<file path="config.mk">
export PLATFORM = sky130hd
export DESIGN_NAME = mem_ctrl
export DESIGN_NICKNAME = d
export VERILOG_FILES = /design/src/rtl/mem_ctrl_pkg.sv /design/src/rtl/mem_ctrl.sv
export SDC_FILE = /design/constraint.sdc
export NUM_CORES = 1
export LEC_CHECK = 0
export ABC_AREA = 1
export ABC_CLOCK_PERIOD_IN_PS = 9910
export CORE_MARGIN = 2
export CORE_UTILIZATION = 52
export DETAILED_ROUTE_END_ITERATION = 8
export GPL_TIMING_DRIVEN = 0
export PLACE_DENSITY = 0.77
export SYNTH_ARGS = -nofsm -noshare
export SYNTH_HDL_FRONTEND = slang
export SYNTH_SLANG_ARGS = --single-unit
</file>
<file path="constraint.sdc">
create_clock -name clk -period 9.91 [get_ports clk]
set_clock_uncertainty 0.2 [all_clocks]
set_input_delay 1.982 -clock clk [delete_from_list [all_inputs] [get_ports clk]]
set_output_delay 1.982 -clock clk [all_outputs]
set_load 0.05 [all_outputs]
</file>
<file path="src/rtl/mem_ctrl_pkg.sv">
// Shared definitions for the memory controller: address type, block width,
// I/O window and FSM state encoding.
package mem_ctrl_pkg;

    localparam int ADDR_W                 = 32;
    localparam int ICACHE_INST_BLOCK_SIZE = 128;
    localparam int FETCH_BYTES            = ICACHE_INST_BLOCK_SIZE / 8;

    typedef logic [ADDR_W-1:0] addr_t;

    // I/O window is 0x30000..0x3FFFF: upper half-word equal to 0x0003
    localparam addr_t IO_BASE      = 32'h0003_0000;
    localparam addr_t IO_SPAN_MASK = 32'hFFFF_0000;

    typedef enum logic [1:0] {
        IDLE   = 2'd0,
        IFETCH = 2'd1,
        LOAD   = 2'd2,
        STORE  = 2'd3
    } state_t;

    function automatic logic is_io(input addr_t a);
        return (a & IO_SPAN_MASK) == IO_BASE;
    endfunction

endpackage

</file>
<file path="src/rtl/mem_ctrl.sv">
// Byte-serial RAM controller arbitrating between instruction fetch (16-byte
// blocks) and load/store unit accesses, with rollback and I/O back-pressure.
module mem_ctrl
    import mem_ctrl_pkg::*;
(
    input  logic                              clk,
    input  logic                              rst,
    input  logic                              rdy,
    input  logic [7:0]                        mem_din,
    output logic [7:0]                        mem_dout,
    output addr_t                             mem_a,
    output logic                              mem_wr,
    input  logic                              io_buffer_full,
    input  logic                              ifetch_en,
    input  addr_t                             ifetch_addr,
    input  logic                              ifetch_rollback,
    output logic                              ifetch_finish,
    output logic [ICACHE_INST_BLOCK_SIZE-1:0] ifetch_block,
    input  logic                              lsb_en,
    input  logic                              lsb_wr,
    input  addr_t                             lsb_addr,
    input  logic [2:0]                        lsb_size,
    input  logic [31:0]                       lsb_wdata,
    output logic                              lsb_finish,
    output logic [31:0]                       lsb_rdata,
    input  logic                              rob_rollback,
    output state_t                            fsm_state
);

    state_t                            state, state_nx;
    logic [4:0]                        cnt;
    logic [4:0]                        len;
    addr_t                             base;
    logic [31:0]                       wdata;
    logic [ICACHE_INST_BLOCK_SIZE-1:0] asm_q, asm_nx;
    logic                              rdy_q;
    logic [7:0]                        din_q, din_byte;
    logic [3:0]                        cap_idx;

    logic   fin_busy, accept_lsb, accept_if;
    logic   rd_abort, rd_done, rd_issue, rd_capture;
    addr_t  st_base, st_a;
    logic [4:0]  st_idx;
    logic [31:0] st_data;
    logic [7:0]  st_byte;
    logic   st_stall, st_done;

    assign fsm_state = state;

    always_ff @(posedge clk) begin
        if (rst)
            state <= IDLE;
        else if (rdy)
            state <= state_nx;
    end

    always_comb begin
        state_nx = state;
        case (state)
            IDLE: begin
                if (accept_lsb)
                    state_nx = lsb_wr ? STORE : LOAD;
                else if (accept_if)
                    state_nx = IFETCH;
            end
            IFETCH, LOAD: begin
                if (rd_abort || rd_done)
                    state_nx = IDLE;
            end
            STORE: begin
                if (st_done)
                    state_nx = IDLE;
            end
            default: state_nx = IDLE;
        endcase
    end

    always_comb begin
        // No acceptance while a finish is showing: requesters still hold enable then
        fin_busy   = ifetch_finish | lsb_finish;
        accept_lsb = lsb_en & ~rob_rollback & ~fin_busy;
        accept_if  = ifetch_en & ~lsb_en & ~rob_rollback & ~ifetch_rollback & ~fin_busy;

        rd_abort   = rob_rollback | ((state == IFETCH) & ifetch_rollback);
        rd_done    = (cnt == len + 5'd1);
        rd_issue   = (cnt < len);
        rd_capture = (cnt >= 5'd2);

        // In IDLE the first store byte is issued straight from the request
        st_base  = (state == IDLE) ? lsb_addr : base;
        st_idx   = (state == IDLE) ? 5'd0 : cnt;
        st_data  = (state == IDLE) ? lsb_wdata : wdata;
        st_a     = st_base + {27'd0, st_idx};
        st_byte  = st_data[{st_idx[1:0], 3'b000} +: 8];
        st_stall = is_io(st_a) & io_buffer_full;
        st_done  = (cnt == len);

        // After an rdy stall the RAM has moved on; the wanted byte sits in din_q
        din_byte = rdy_q ? mem_din : din_q;
        cap_idx  = cnt[3:0] - 4'd2;
        asm_nx   = asm_q;
        asm_nx[{cap_idx, 3'b000} +: 8] = din_byte;
    end

    always_ff @(posedge clk) begin
        if (rst) begin
            rdy_q <= 1'b1;
            din_q <= 8'd0;
        end else begin
            rdy_q <= rdy;
            din_q <= din_byte;
        end
    end

    always_ff @(posedge clk) begin
        if (rst) begin
            cnt           <= 5'd0;
            len           <= 5'd0;
            base          <= '0;
            wdata         <= 32'd0;
            asm_q         <= '0;
            mem_a         <= '0;
            mem_dout      <= 8'd0;
            mem_wr        <= 1'b0;
            ifetch_finish <= 1'b0;
            lsb_finish    <= 1'b0;
            ifetch_block  <= '0;
            lsb_rdata     <= 32'd0;
        end else if (rdy) begin
            mem_a         <= '0;
            mem_wr        <= 1'b0;
            ifetch_finish <= 1'b0;
            lsb_finish    <= 1'b0;
            case (state)
                IDLE: begin
                    if (accept_lsb) begin
                        base  <= lsb_addr;
                        len   <= {2'b00, lsb_size};
                        wdata <= lsb_wdata;
                        asm_q <= '0;
                        if (lsb_wr) begin
                            if (!st_stall) begin
                                mem_a    <= st_a;
                                mem_dout <= st_byte;
                                mem_wr   <= 1'b1;
                                cnt      <= 5'd1;
                            end else begin
                                cnt <= 5'd0;
                            end
                        end else begin
                            mem_a <= lsb_addr;
                            cnt   <= 5'd1;
                        end
                    end else if (accept_if) begin
                        base  <= ifetch_addr;
                        len   <= 5'(FETCH_BYTES);
                        asm_q <= '0;
                        mem_a <= ifetch_addr;
                        cnt   <= 5'd1;
                    end
                end
                IFETCH, LOAD: begin
                    if (rd_abort) begin
                        cnt <= 5'd0;
                    end else begin
                        if (rd_issue)
                            mem_a <= base + {27'd0, cnt};
                        if (rd_capture)
                            asm_q <= asm_nx;
                        if (rd_done) begin
                            cnt <= 5'd0;
                            if (state == IFETCH) begin
                                ifetch_finish <= 1'b1;
                                ifetch_block  <= asm_nx;
                            end else begin
                                lsb_finish <= 1'b1;
                                lsb_rdata  <= asm_nx[31:0];
                            end
                        end else begin
                            cnt <= cnt + 5'd1;
                        end
                    end
                end
                STORE: begin
                    // Stores are committed: rollback is deliberately ignored here
                    if (st_done) begin
                        lsb_finish <= 1'b1;
                        cnt        <= 5'd0;
                    end else if (!st_stall) begin
                        mem_a    <= st_a;
                        mem_dout <= st_byte;
                        mem_wr   <= 1'b1;
                        cnt      <= cnt + 5'd1;
                    end
                end
                default: cnt <= 5'd0;
            endcase
        end
    end

endmodule

</file>
==> metrics, run 1 <==
average size of a mapped cell roughly 6.6 um2; Seq/Total Area, Yosys about two fifths; post-synthesis compound-gate area fraction 21.40%; Final Power 0.004494 W; PortBufs 319; largest family of logic cells by synthesized area simple AND/OR/NAND/NOR gates; Synth area leader dfxtp_1; R2R Path Start fsm_state[0]; Hold Crit Class reg2reg; Post-DP HPWL around 70000 um; drt first-iter violations 3037; FFs w/ async S/R, synth 0%; largest net degree at the start of global routing 15; hold_sp lsb_rdata[6]; CP required around 10 ns; Setup crit start kind register; CTS Buf Count 44; RePlAce Congestion between 1 and 1.5; DR vias approximately 24000; Primary FF master, synth dfxtp_1; Synth cell types 50; Final Instance Count excl. Fillers approximately 4000; Hold Vio Cnt, Final 0; crit path time final 5.917 ns; Synthesized Nets 3314; setup violators final 0; Post-DRT Antenna Nets 0; drt wl/cell ~22 um; worst vdd ir 0.0001816 V; Reg2Reg Setup Slack 3.99 ns; Initial Utilization a little over half; P&R area growth vs syn 25.23%; gr usage total 42.88%; final wirelength 91750 um; EDFF count, synth 0; CTS resizes 0; outcome complete, no violations; deepest clock path buffer count 3; fill count roughly 3500; Crit. End Element register; root buf cell clkbuf_16; initial antenna violation count 1; Setup Buffers After CTS 0; period utilization 59.71%; Synth top area share 39.56%; unrepaired setup endpoints after global routing false; CP max stage delay approximately 0.66 ns; r2r endpoint mem_a[16]; io pins 321; # hold bufs at CTS 0; share of cells above drive strength 1 ~3.8%; Chip Height 205.0 um; vias in the first global route 23220; Core Util, Final roughly 66%; Synth area leaders dfxtp_1 40%, nand2_1 16%, o21ai_0 7.3%; Sink Count 415; Clk Latency, worst-skew pair 0.60 ns; area of the core 39820 um2; DP Cell Count 4013; storage element area 8308 um2; first-pass iteration count of the detailed router 6; row count 73; Synth Area in Simple Gates a little over a quarter; aggregate negative setup slack 0 ns; R2R depth 25; clock-pin slew on the worst setup and hold paths 0.06 ns; Post-Syn Area between 20000 and 25000 um2; Slew Viols, Final 0; Post-Synth XOR/XNOR Area less than 1%; CTS tree yes; fin nets roughly 3700; Crit Path Class reg2reg; hold endpoint lsb_rdata[6]; f_max about 170 MHz; Hold Path Stages 2; Synth Area in Adders 1.799%; Synth Register Bits 415; Max-slew headroom about 15%; global route total overflow 0; measured slew at the worst slew-check pin 1.234 ns; Cells after Synth around 3200; Maximum Capacitance Violations 0; DRC Markers 0; CP most frequent cell nand2_1; multi-input logic area 10860 um2; power per cell area ~170 nW/um2; chip width 205.0 um; Worst Path Arrival 6.19 ns; Crit Path Max Fanout 10; vias per std cell ~6.0; CP max-delay cell buf_1; die area 42010 um2; first-pass GRT wire length ~140000 um; mux contribution to synthesized area 0.3813%; Synth Warn # 0; # H-tree levels 2; P_leak 10.85 nW
## final cells by class
cell class,count,area share (%)
multi-input combinational,2288,41.30
sequential,415,31.59
timing repair buffer,319,12.14
clock buffer,64,4.977
inverter,282,4.044
buffer,184,2.917
tap,525,2.498
clock inverter,12,0.5234
antenna,1,0.009516
## per-layer routing
| metal | global-route usage [%] | share of wire (%) |
|---|---|---|
| met1 | 53.17 | 38 |
| met2 | 68.29 | 44 |
| met3 | 9.911 | 12 |
| met4 | 24.72 | 6.3 |
| met5 | 0 | 0 |
## metrics by stage
stage	hold WS (ns)	setup slack, ns	cell area (um2)
final	0.2450	3.993	26300
after global routing	0.2649	3.835	26300
after CTS	0.2488	4.266	26300
after detailed placement	0.2396	3.664	24850
after global placement	0.2366	3.699	24850
after floorplan	0.2291	5.238	21000
## cells by family (layout without fill, tap and decap cells)
group	count (synthesis)	in the layout
other	0	1
and+or+nand+nor	1417	1417
muxes	8	8
DFF	415	415
buffers and inverters	466	861
AOI/OAI and AO/OA	811	811
xor gates and xnor gates	23	23
adders and majority gates	29	29
## cells in the mapped netlist (all sizes together) (15+ instances only)
cell    count
nor2      304
a221oi     19
a31oi      48
a21oi     304
inv       276
clkbuf    140
o21a       67
buf        44
o21ai     323
nand2     913
dfxtp     415
nor3       21
ha         27
nand3     122
nand4      15
## worst max-delay path, delay by kind of cell (launching register included)
| family | cells | cell delay [ns] |
|---|---|---|
| buffers and inverters | 5 | 2.00 |
| adder cells (fa/ha/maj) | 2 | 0.55 |
| AND/OR/NAND/NOR | 17 | 2.57 |
| flip-flops | 1 | 0.36 |
| AO/OA/AOI/OAI | 1 | 0.11 |
## worst max path at each step
stage / startpoint / endpoint / slack [ns] / cells past startpoint
2_1_floorplan: lsb_addr[0] / mem_a[9] / 5.24 / 25
3_3_place_gp: lsb_addr[0] / mem_a[16] / 3.70 / 24
3_5_place_dp: lsb_addr[0] / mem_a[16] / 3.66 / 24
4_1_cts: lsb_addr[0] / mem_a[16] / 4.27 / 24
5_1_grt: fsm_state[0] / mem_a[5] / 3.84 / 26
6_report: fsm_state[0] / mem_a[16] / 3.99 / 25
## placed cells by master, fill, tap and decap left out, types with 11 or more instances in the layout
| master | n |
|---|---|
| nand2_1 | 908 |
| dfxtp_1 | 415 |
| clkdlybuf4s50_1 | 319 |
| o21ai_0 | 305 |
| a21oi_1 | 304 |
| nor2_1 | 294 |
| inv_1 | 269 |
| clkbuf_1 | 149 |
| nand3_1 | 122 |
| o21a_1 | 67 |
| a31oi_1 | 48 |
| clkbuf_16 | 46 |
| ha_1 | 27 |
| buf_2 | 25 |
| nor3_1 | 21 |
| a221oi_1 | 19 |
| o21ai_1 | 17 |
| nand4_1 | 15 |
| xor2_1 | 13 |
| buf_1 | 12 |
| or2_2 | 11 |
| o22ai_1 | 11 |
## flip-flops by register name, indices dropped and copies added (netlist names), 4 cells and up
name and flops:
ifetch_block 128, asm_q 128, mem_a 32, wdata 32, din_q 8, len 4, lsb_rdata 32, mem_dout 8
base 32, cnt 5
## report_power, final
part           internal (W)  switching, W
Clock              0.000970      0.000719
Sequential          0.00172     0.0000464
Combinational      0.000290      0.000750
Note: power is estimated with default switching activity, not from simulation.
==> run 2, diff against run 1 <==
- ABC_CLOCK_PERIOD_IN_PS: 9910 -> 4750
- CORE_UTILIZATION: 52 -> 49
- PLACE_DENSITY: 0.77 -> 0.76
- clock period: 9.91 -> 4.75 ns (I/O delays scaled with it)
==> metrics, run 2 (same netlist as run 1, synthesis figures left out) <==
power per cell area 366.2 nW/um2; PortBufs 319; Sink Count 415; drt wl/cell 21.96 um; Final Power roughly 0.0098 W; aggregate negative setup slack 0 ns; RePlAce Congestion 1.040; Crit Path Max Fanout 10; largest net degree at the start of global routing 20; largest registers asm_q: 128 flops, ifetch_block: 128 flops; CP max-delay cell fa_1; Hold Vio Cnt, Final 0; final wirelength 90270 um; # H-tree levels 2; Maximum Capacitance Violations 0; Crit Path Class reg2reg; gr usage total 39.62%; deepest clock path buffer count 3; vias per std cell a little under 6; first-pass iteration count of the detailed router 9; period utilization 94.96%; crit path buf inv count 7; worst vdd ir 0.0002919 V; Initial Utilization 49.84%; most frequent cells in the layout 902 x nand2_1, 413 x dfxtp_1, 319 x clkdlybuf4s50_1, 305 x o21ai_0, 304 x a21oi_1; row count 75; GRT met2 Usage 62.95%; P&R area growth vs syn 26.81%; met3 GRT Util around 8.4%; Clk Latency, worst-skew pair approximately 0.60 ns; CP max stage delay around 0.40 ns; first-pass GRT wire length 134300 um; fill count 3766; GRT busiest layer met2; Slew Viols, Final 0; P_leak 10.97 nW; Final Instance Count excl. Fillers 4111; fin nets 3681; multi-input logic area 10930 um2; Crit. End Element register; share of cells above drive strength 1 4.678%; DR vias 24130; Hold Crit Class reg2reg; vias in the first global route 22600; global route total overflow 0; Chip Height 211.0 um; clock-pin slew on the worst setup and hold paths 0.06 ns; GR Util met1 49.33%; outcome complete, no violations; most common cell after layout, fill and taps aside nand2_1; storage element area 8313 um2; die area between 40000 and 50000 um2; initial antenna violation count 4; measured slew at the worst slew-check pin 1.388 ns; DP Cell Count 4027; unrepaired setup endpoints after global routing false; Setup crit start kind register; drt first-iter violations 2900; DRC Markers 0; Post-DP HPWL 69050 um; CTS tree yes; crit path time final around 4.5 ns; Worst Path Arrival 4.77 ns; CP required roughly 5 ns; io pins 321; area of the core approximately 42000 um2; setup violators final 0; CTS Buf Count 44; Top delay family on crit path simple AND/OR/NAND/NOR gates; chip width approximately 210 um; root buf cell clkbuf_16; Post-DRT Antenna Nets 0; Max-slew headroom 4.847%; f_max approximately 220 MHz; # hold bufs at CTS 0
-- run 2: cell count changes in the layout (fill, tap and decap cells not counted), moves of 3 or more --
| cell | change |
|---|---|
| buf_2 | -3 |
| clkbuf_4 | +3 |
| buf_4 | +5 |
| clkbuf_1 | -5 |
| clkinv_2 | +3 |
| nand2_2 | +5 |
| nor2_2 | +3 |
| nand2_1 | -6 |
| nor2_1 | -5 |
| bufinv_16 | +7 |
-- run 2: power by group --
| part | total, W | internal [W] | switching (W) |
|---|---|---|---|
| Combinational | 0.00218 | 0.000630 | 0.00155 |
| Sequential | 0.00368 | 0.00359 | 0.0000956 |
| Clock | 0.00389 | 0.00236 | 0.00153 |
| Total | 0.00975 | 0.00658 | 0.00317 |
-- run 2: path summary, 6_finish.rpt --
| check | startpoint | to | slack [ns] | cells past startpoint |
|---|---|---|---|---|
| worst min register to register | lsb_rdata[7] | lsb_rdata[7] | 0.25 | 2 |
| worst min-delay path | lsb_rdata[7] | lsb_rdata[7] | 0.25 | 2 |
| worst max-delay path | fsm_state[1] | mem_a[12] | 0.24 | 26 |
| worst max register to register | fsm_state[1] | mem_a[12] | 0.24 | 26 |
-- run 2: worst register-to-register path, cell delays in order, from the launching register on --
cell,delay [ns]
dfxtp_1,0.38
inv_2,0.09
ha_1,0.21
buf_6,0.17
inv_4,0.12
buf_12,0.13
nand2_1,0.06
nand2_1,0.08
ha_2,0.21
inv_1,0.06
fa_1,0.40
nand3b_1,0.20
nand2_2,0.13
nand2_1,0.10
nand2_4,0.12
inv_2,0.09
nor2_4,0.21
nand3_1,0.11
nand2_1,0.20
nand3_1,0.14
nor2_2,0.17
nand2_4,0.12
buf_2,0.22
nand3_1,0.09
nand3_1,0.08
nand3_1,0.20
nand2_1,0.08
-- run 2: routing by layer --
metal,wire [um],vias to the layer above
met3,9466,329
met4,5992,2
li1,-,11110
met2,40200,1526
met1,34600,11170
met5,13,-
-- run 2: area by class of cell --
class                      count  area share, %
tap                          539          2.533
buffer                       181          2.946
sequential                   415          31.22
antenna                        2        0.01879
multi-input combinational   2288          41.04
clock inverter                19          1.358
timing repair buffer         324          12.13
clock buffer                  61          4.755
inverter                     282          4.003
-- run 2: stage by stage --
| stage | hold slack [ns] | area [um2] | setup slack, ns | utilization [%] |
|---|---|---|---|---|
| floorplan | 0.2291 | 21000 | 0.5343 | - |
| global placement | 0.2357 | 24870 | -0.6838 | 59.02 |
| detailed placement | 0.2396 | 24870 | -0.8151 | 59.02 |
| CTS | 0.2487 | 26510 | 0.009937 | 62.92 |
| global route | 0.2599 | 26630 | 0.01864 | 63.20 |
| finish | 0.2467 | 26630 | 0.2396 | 63.20 |
-- run 2: repair_timing --
action                     in CTS  in global routing
hold endpoints to repair        0                  0
resized for setup              13                 27
setup endpoints to repair      39                 41
pin swaps                       0                  1
buffers inserted                0                  5
